<file path="config.mk">
export PLATFORM = sky130hd
export DESIGN_NAME = sa_pe_ws
export DESIGN_NICKNAME = d
export VERILOG_FILES = /design/src/rtl/sa_pe_ws.sv
export SDC_FILE = /design/constraint.sdc
export NUM_CORES = 1
export LEC_CHECK = 0
export CAP_MARGIN = 20
export CORE_ASPECT_RATIO = 0.7
export CORE_MARGIN = 8
export CORE_UTILIZATION = 57
export CTS_BUF_LIST = sky130_fd_sc_hd__clkbuf_8
export DETAILED_ROUTE_END_ITERATION = 10
export PLACE_DENSITY_LB_ADDON = 0.3
export RECOVER_POWER = 25
export SYNTH_ARGS = -nofsm -noshare
export SYNTH_HDL_FRONTEND = slang
export SYNTH_SLANG_ARGS = --single-unit
</file>
<file path="constraint.sdc">
create_clock -name i_clk -period 6.2 [get_ports i_clk]
set_input_delay 1.55 -clock i_clk [delete_from_list [all_inputs] [get_ports i_clk]]
set_output_delay 1.55 -clock i_clk [all_outputs]
set_load 0.05 [all_outputs]
</file>
<file path="src/rtl/sa_pe_ws.sv">
// Weight-stationary systolic PE: double-buffered weight, saturating signed MAC, valid tracking.
// Optional build macro SA_PE_ZERO_SKIP_EN bypasses the multiplier on zero operands and adds o_skip.
module sa_pe_ws #(
    parameter int MUL_DATAWIDTH = 8,
    parameter int ADD_DATAWIDTH = 16,
    parameter int MAC_PIPE      = 0
) (
    input  logic                     i_clk,
    input  logic                     i_rst_n,
    input  logic                     i_wload,
    input  logic [MUL_DATAWIDTH-1:0] i_weight,
    output logic [MUL_DATAWIDTH-1:0] o_weight,
    input  logic                     i_wswap,
    output logic                     o_wswap,
    input  logic                     i_act_valid,
    input  logic [MUL_DATAWIDTH-1:0] i_act,
    output logic                     o_act_valid,
    output logic [MUL_DATAWIDTH-1:0] o_act,
    input  logic [ADD_DATAWIDTH-1:0] i_psum,
    output logic                     o_psum_valid,
    output logic [ADD_DATAWIDTH-1:0] o_psum,
    input  logic                     i_clr_sat,
    output logic                     o_sat
`ifdef SA_PE_ZERO_SKIP_EN
    ,
    output logic                     o_skip
`endif
);

    localparam int MW = MUL_DATAWIDTH;
    localparam int AW = ADD_DATAWIDTH;
    localparam int PW = 2 * MUL_DATAWIDTH;
    localparam int SW = ADD_DATAWIDTH + 1;

    generate
        if (MUL_DATAWIDTH < 2) begin : g_bad_mul
            $error("sa_pe_ws: MUL_DATAWIDTH must be >= 2");
        end
        if (ADD_DATAWIDTH < 2 * MUL_DATAWIDTH) begin : g_bad_add
            $error("sa_pe_ws: ADD_DATAWIDTH must be >= 2*MUL_DATAWIDTH");
        end
        if (MAC_PIPE != 0 && MAC_PIPE != 1) begin : g_bad_pipe
            $error("sa_pe_ws: MAC_PIPE must be 0 or 1");
        end
    endgenerate

    logic [MW-1:0] shadow_q;
    logic [MW-1:0] active_q;
    logic [MW-1:0] act_q;
    logic          act_valid_q;
    logic          wswap_q;

    // NOTE: non-blocking assignments make a same-cycle load+swap commit the pre-edge shadow value.
    always_ff @(posedge i_clk or negedge i_rst_n) begin
        if (!i_rst_n) begin
            shadow_q    <= '0;
            active_q    <= '0;
            act_q       <= '0;
            act_valid_q <= 1'b0;
            wswap_q     <= 1'b0;
        end else begin
            if (i_wload)     shadow_q <= i_weight;
            if (i_wswap)     active_q <= shadow_q;
            if (i_act_valid) act_q    <= i_act;
            act_valid_q <= i_act_valid;
            wswap_q     <= i_wswap;
        end
    end

    logic          skip_c;
    logic [PW-1:0] act_ext;
    logic [PW-1:0] wgt_ext;
    logic [PW-1:0] prod_c;

`ifdef SA_PE_ZERO_SKIP_EN
    assign skip_c = (i_act == '0) || (active_q == '0);
`else
    assign skip_c = 1'b0;
`endif

    assign act_ext = {{MW{i_act[MW-1]}}, i_act};
    assign wgt_ext = {{MW{active_q[MW-1]}}, active_q};
    assign prod_c  = PW'($signed(act_ext) * $signed(wgt_ext));

    // Operands presented to the add/saturate stage, either straight or one register later.
    logic [PW-1:0] add_prod;
    logic [AW-1:0] add_psum;
    logic          add_valid;
`ifdef SA_PE_ZERO_SKIP_EN
    logic          add_skip;
`endif

    generate
        if (MAC_PIPE == 0) begin : g_comb
            assign add_prod  = skip_c ? '0 : prod_c;
            assign add_psum  = i_psum;
            assign add_valid = i_act_valid;
`ifdef SA_PE_ZERO_SKIP_EN
            assign add_skip  = skip_c;
`endif
        end else begin : g_pipe
            logic [PW-1:0] prod_q;
            logic [AW-1:0] psum_q;
            logic          valid_q;
            logic          zero_q;

            // A skipped operation leaves prod_q untouched; zero_q forces the product to zero.
            always_ff @(posedge i_clk or negedge i_rst_n) begin
                if (!i_rst_n) begin
                    prod_q  <= '0;
                    psum_q  <= '0;
                    valid_q <= 1'b0;
                    zero_q  <= 1'b0;
                end else begin
                    if (i_act_valid) begin
                        if (!skip_c) prod_q <= prod_c;
                        psum_q <= i_psum;
                        zero_q <= skip_c;
                    end
                    valid_q <= i_act_valid;
                end
            end

            assign add_prod  = zero_q ? '0 : prod_q;
            assign add_psum  = psum_q;
            assign add_valid = valid_q;
`ifdef SA_PE_ZERO_SKIP_EN
            assign add_skip  = zero_q;
`endif
        end
    endgenerate

    logic [SW-1:0] sum_c;
    logic [AW-1:0] res_c;
    logic          pos_ovf_c;
    logic          neg_ovf_c;

    assign sum_c = {{(SW-PW){add_prod[PW-1]}}, add_prod} + {add_psum[AW-1], add_psum};

    // NOTE: every always_comb output gets a default first so no latch is inferred.
    always_comb begin
        pos_ovf_c = ~sum_c[SW-1] &  sum_c[SW-2];
        neg_ovf_c =  sum_c[SW-1] & ~sum_c[SW-2];
        res_c     = sum_c[AW-1:0];
        if (pos_ovf_c)      res_c = {1'b0, {(AW-1){1'b1}}};
        else if (neg_ovf_c) res_c = {1'b1, {(AW-1){1'b0}}};
    end

    logic [AW-1:0] psum_q;
    logic          psum_valid_q;
    logic          sat_q;

    always_ff @(posedge i_clk or negedge i_rst_n) begin
        if (!i_rst_n) begin
            psum_q       <= '0;
            psum_valid_q <= 1'b0;
            sat_q        <= 1'b0;
        end else begin
            if (add_valid) psum_q <= res_c;
            psum_valid_q <= add_valid;
            if (add_valid && (pos_ovf_c || neg_ovf_c)) sat_q <= 1'b1;
            else if (i_clr_sat)                        sat_q <= 1'b0;
        end
    end

`ifdef SA_PE_ZERO_SKIP_EN
    logic skip_q;

    always_ff @(posedge i_clk or negedge i_rst_n) begin
        if (!i_rst_n) skip_q <= 1'b0;
        else          skip_q <= add_valid & add_skip;
    end

    assign o_skip = skip_q;
`endif

    assign o_weight     = shadow_q;
    assign o_wswap      = wswap_q;
    assign o_act        = act_q;
    assign o_act_valid  = act_valid_q;
    assign o_psum       = psum_q;
    assign o_psum_valid = psum_valid_q;
    assign o_sat        = sat_q;

endmodule

</file>
; ---- Word-level counts from Yosys, hierarchy flattened
; Cells that the tools add are included.
[word_totals]
regBits = 43
in_bits = 38
output_inout_bits = 36
word_cells = 20
[classes]
muxes = 4
bitwise_logic = 4
reduce_logical = 3
add_sub_neg = 1
multipliers = 1
[ops]
columns = op, n
row1 = 16-bit two-way mux, 2
row2 = 16-bit by 16-bit adder with 17-bit output, 1
row3 = 8-bit by 8-bit multiplier with 16-bit output, 1
row4 = 1-bit AND, 2
row5 = 1-bit two-way mux, 2
row6 = 1-bit inverter, 2
row7 = 2-bit nonzero test, 1
row8 = 1-bit logical AND, 1
row9 = 1-bit logical OR, 1

; ---- Longest topological paths before layout
[depth]
word_depth = 7
mapped_depth = 23
ltp_nobuf = 21

; ---- Worst setup path before layout
; OpenSTA, ideal clock, no wires.
[synth_timing]
path_type = in2reg
start = in i_act[7]
end = reg psum_q[1] (netlist: o_psum[1])
setup_ns = 0.080
setup_slack_ns = -0.626
stages = 20
arrival_time_ns = 6.746
required_ns = 6.120
path_buffers = 2
path_cell_list = clkbuf_1 and2_1 inv_1 fa_1 inv_1 fa_1 fa_1 fa_1 fa_1 ha_1 a21o_1 nand2_1 nand4_1 a31oi_1 xor2_1 ha_1 inv_1 clkbuf_1 nand2_1 a31oi_4
[synth_via]
elab_chain_cells = 6
elab_cells_between_ends = 8
classes_between = add/sub (1) / mul (1) / mux (2) / bitwise (4)
[synth_rtl]
columns = element, line_no
row1 = "start, declared", 16  ; input logic [MUL_DATAWIDTH-1:0] i_act,
row2 = 8-bit by 8-bit multiplier with 16-bit output (*), 83  ; assign prod_c = PW'($signed(act_ext) * $signed(wgt_ext));
row3 = 16-bit by 16-bit adder with 17-bit output (*), 138  ; assign sum_c = {{(SW-PW){add_prod[PW-1]}}, add_prod} + {add_psum[AW-1], add_psum};
row4 = 1-bit inverter, 143  ; neg_ovf_c = sum_c[SW-1] & ~sum_c[SW-2];
row5 = 1-bit AND, 143
row6 = 16-bit two-way mux, 146  ; else if (neg_ovf_c) res_c = {1'b1, {(AW-1){1'b0}}};
row7 = 16-bit two-way mux (*), 145  ; if (pos_ovf_c) res_c = {1'b0, {(AW-1){1'b1}}};
row8 = "end signal, assigned", 159  ; if (add_valid) psum_q <= res_c;
row9 = "end, declared", 149  ; logic [AW-1:0] psum_q;
; Every way passes the cells marked *; elsewhere a longest branch is shown, timed or not.
; A chain may end at the register's enable or synchronous reset.

; ---- Final worst setup path
[layout_timing]
start = in i_act[7]
end = reg psum_q[7] (netlist: o_psum[7])
; Same word-level chain as after synthesis.

==> qor.csv <==
metric;value;unit
Die Wd;126;µm
clk_lat worst skew;0.31;ns
worst setup margin;-0.0306;ns
root buf cell;clkbuf_8;
syn avg cell area;10.5;µm²
synth warn;0;
Max Root-Sink Buffers;2;
Routed Antenna Nets;0;
WL met3;860;µm
final setup vio count;3;
H-tree depth;2;
clk sinks;43;
Die Ht;93.3;µm
FF+latch count, synth;43;
failing checks;setup timing;
vias post-DR;3876;
RePlAce Congestion;0.938;
FP Rows;28;
Yosys cell types;41;
final net count;761;
CTS tree;yes;
routed len/inst;18.2;µm
final slew viol count;0;
Fin. Hold Viols;0;
ys async rst share;100;%
status;complete, but fails checks;
Starting Density;58.1;%
Final Core Density;79.5;%
Setup Skew;0.00635;ns
Achievable Freq;160;MHz
RSZ-0062 raised after global routing;true;
initial antenna violation count;0;
Synth Cell Area;4870;µm²
Synth top area share;31.3;%
data required time of the critical path;6.39;ns
area leader, netlist;fa_1;
EDFF count, synth;0;
kind of critical path;input port to flip-flop;
GRT Overall Usage;22.9;%
register area share after synthesis;22.1;%
initial drt markers;236;
Post-CTS Hold Buffers;0;
CP Data Arrival Time;6.42;ns
CP Capture Type;flip-flop;
largest net degree at the start of global routing;44;
Avg Vias per Cell;5.44;
remaining routing DRC violations;0;
global-route wire length before repair;21500;µm
Antenna diodes;0;
Reg clk slew, reported paths;0.10;ns
TritonCTS Buffers;5;
largest cells by area after synthesis;fa_1, dfrtp_1, ha_1, inv_1, mux2_2;
max_slew headroom;16.5;%
WL met1;5240;µm
drt total wl;13000;µm
syn nets;617;
CP max FO;6;
met2 wire len;6650;µm
num ports;74;
Port Buffers;73;
HPWL after DPL;9900;µm
DRT Pass-1 Iters;4;
Congestion Overflow GR;0;
Setup crit start kind;input port;
Cell Count Post-Placement;692;
vias in the first global route;4443;
post-layout min period;6.23;ns
area grow syn2layout;36.8;%
layout cells sized above 1;30.4;%
Slew @ Worst Pin;1.25;ns
die area;11800;µm²
Hold Path Class;flip-flop to flip-flop;
Final period util;100;%
cell count after synthesis;463;
core area;8370;µm²
maxcap violations;0;
Post-synth top flop;dfrtp_1;
final std cells w/o fill;713;
highest metal used;met4;
[cell families after synthesis]
kind of cell    count (synthesis)  share of synthesized area [%]
mux                            26                           6.01
fa+ha+maj                     116                           41.5
flops                          43                           22.1
compound gates                 51                           7.76
simple gates                  114                           11.8
buf+inv                        98                           7.79
xor+xnor                       15                           2.98
[synthesized netlist by cell type, types with 2 or more instances]
cell type	n
a211oi_1	3
a21o_1	5
a21oi_1	13
a31oi_1	6
a31oi_2	4
and2_1	32
clkbuf_1	10
dfrtp_1	43
fa_1	76
ha_1	40
inv_1	86
mux2_2	26
nand2_1	34
nand3_1	3
nand4_1	3
nor2_1	22
nor2b_1	7
nor3_1	4
o21ai_0	8
o22ai_1	2
or3_1	3
or3b_2	2
xnor2_1	10
xor2_1	4
[flip-flops by register name, summed over array words and instances (netlist names)]
signal / flops
o_sat: 1
o_weight: 8
o_psum: 16
o_act: 8
active_q: 8
o_wswap: 1
o_psum_valid: 1
[metrics by stage]
| stage | hold WS (ns) | cell area (µm²) | worst slack (ns) | TNS (ns) |
|---|---|---|---|---|
| after floorplan | 0.575 | 4980 | 0.00493 | 0 |
| after global placement | 0.490 | 6250 | -0.667 | -10.06 |
| after detailed placement | 0.499 | 6250 | -0.829 | -11.96 |
| after CTS | 0.522 | 6480 | -0.171 | -1.79 |
| after global routing | 0.542 | 6660 | -0.141 | -1.28 |
| final | 0.516 | 6660 | -0.0306 | -0.0398 |
[worst max-delay path: stages]
cell	delay, ns
buf_8	0.10
buf_6	0.12
and2_4	0.17
fa_1	0.52
inv_2	0.04
fa_1	0.51
inv_2	0.04
fa_1	0.49
fa_1	0.46
ha_4	0.30
ha_4	0.19
a21o_1	0.19
a211oi_4	0.30
nand4_1	0.20
a31oi_1	0.21
xor2_1	0.16
buf_4	0.14
ha_4	0.18
buf_6	0.12
clkinvlp_4	0.16
a21oi_2	0.16
a21oi_1	0.08
[cell usage in the layout (no fill, tap or decap), types with 11 or more instances in the layout]
| cell type | instances |
|---|---|
| dfrtp_1 | 43 |
| fa_1 | 68 |
| ha_4 | 14 |
| nand2_1 | 29 |
| inv_2 | 11 |
| and2_1 | 27 |
| clkdlybuf4s50_1 | 60 |
| ha_1 | 26 |
| mux2_2 | 26 |
| nor2_1 | 22 |
| inv_1 | 74 |
| buf_4 | 72 |
[worst paths after layout]
kind	startpoint	endpoint	slack [ns]	depth (start not counted)
min reg2reg	o_act[1]$_DFFE_PN0P_	o_act[1]$_DFFE_PN0P_	0.52	1
max	i_act[7]	o_psum[7]$_DFFE_PN0P_	-0.03	22
min in group asynchronous	i_rst_n	o_act[4]$_DFFE_PN0P_	1.45	1
max reg2reg	active_q[0]$_DFFE_PN0P_	o_psum[7]$_DFFE_PN0P_	0.75	21
max in group asynchronous	i_rst_n	o_psum[8]$_DFFE_PN0P_	3.01	2
min	o_act[1]$_DFFE_PN0P_	o_act[1]$_DFFE_PN0P_	0.52	1
[metal layers]
metal / up-vias / track usage (%)
met2: 146 / 40.9
met5: - / 0
li1: 1756 / -
met1: 1955 / 27.8
met4: 0 / 6.58
met3: 19 / 4.38
[what timing repair did]
| item | CTS | global route |
|---|---|---|
| gates cloned | 1 | 0 |
| pin swaps | 23 | 42 |
| setup endpoints to repair | 16 | 16 |
| gates resized for setup | 43 | 47 |
| setup buffers | 5 | 6 |
[final cells by class]
class / instances / area, µm²
sequential: 43 / 1080
clock buffer: 5 / 68.8
timing repair buffer: 148 / 1280
clock inverter: 3 / 26.3
fill: 506 / 1710
inverter: 86 / 327
timing repair inverter: 1 / 7.51
tap: 105 / 131
multi-input combinational: 322 / 3740
Power is left out: the tool's default activity adds up to more than one toggle a clock period on the data nets, which glitch-free logic cannot reach.
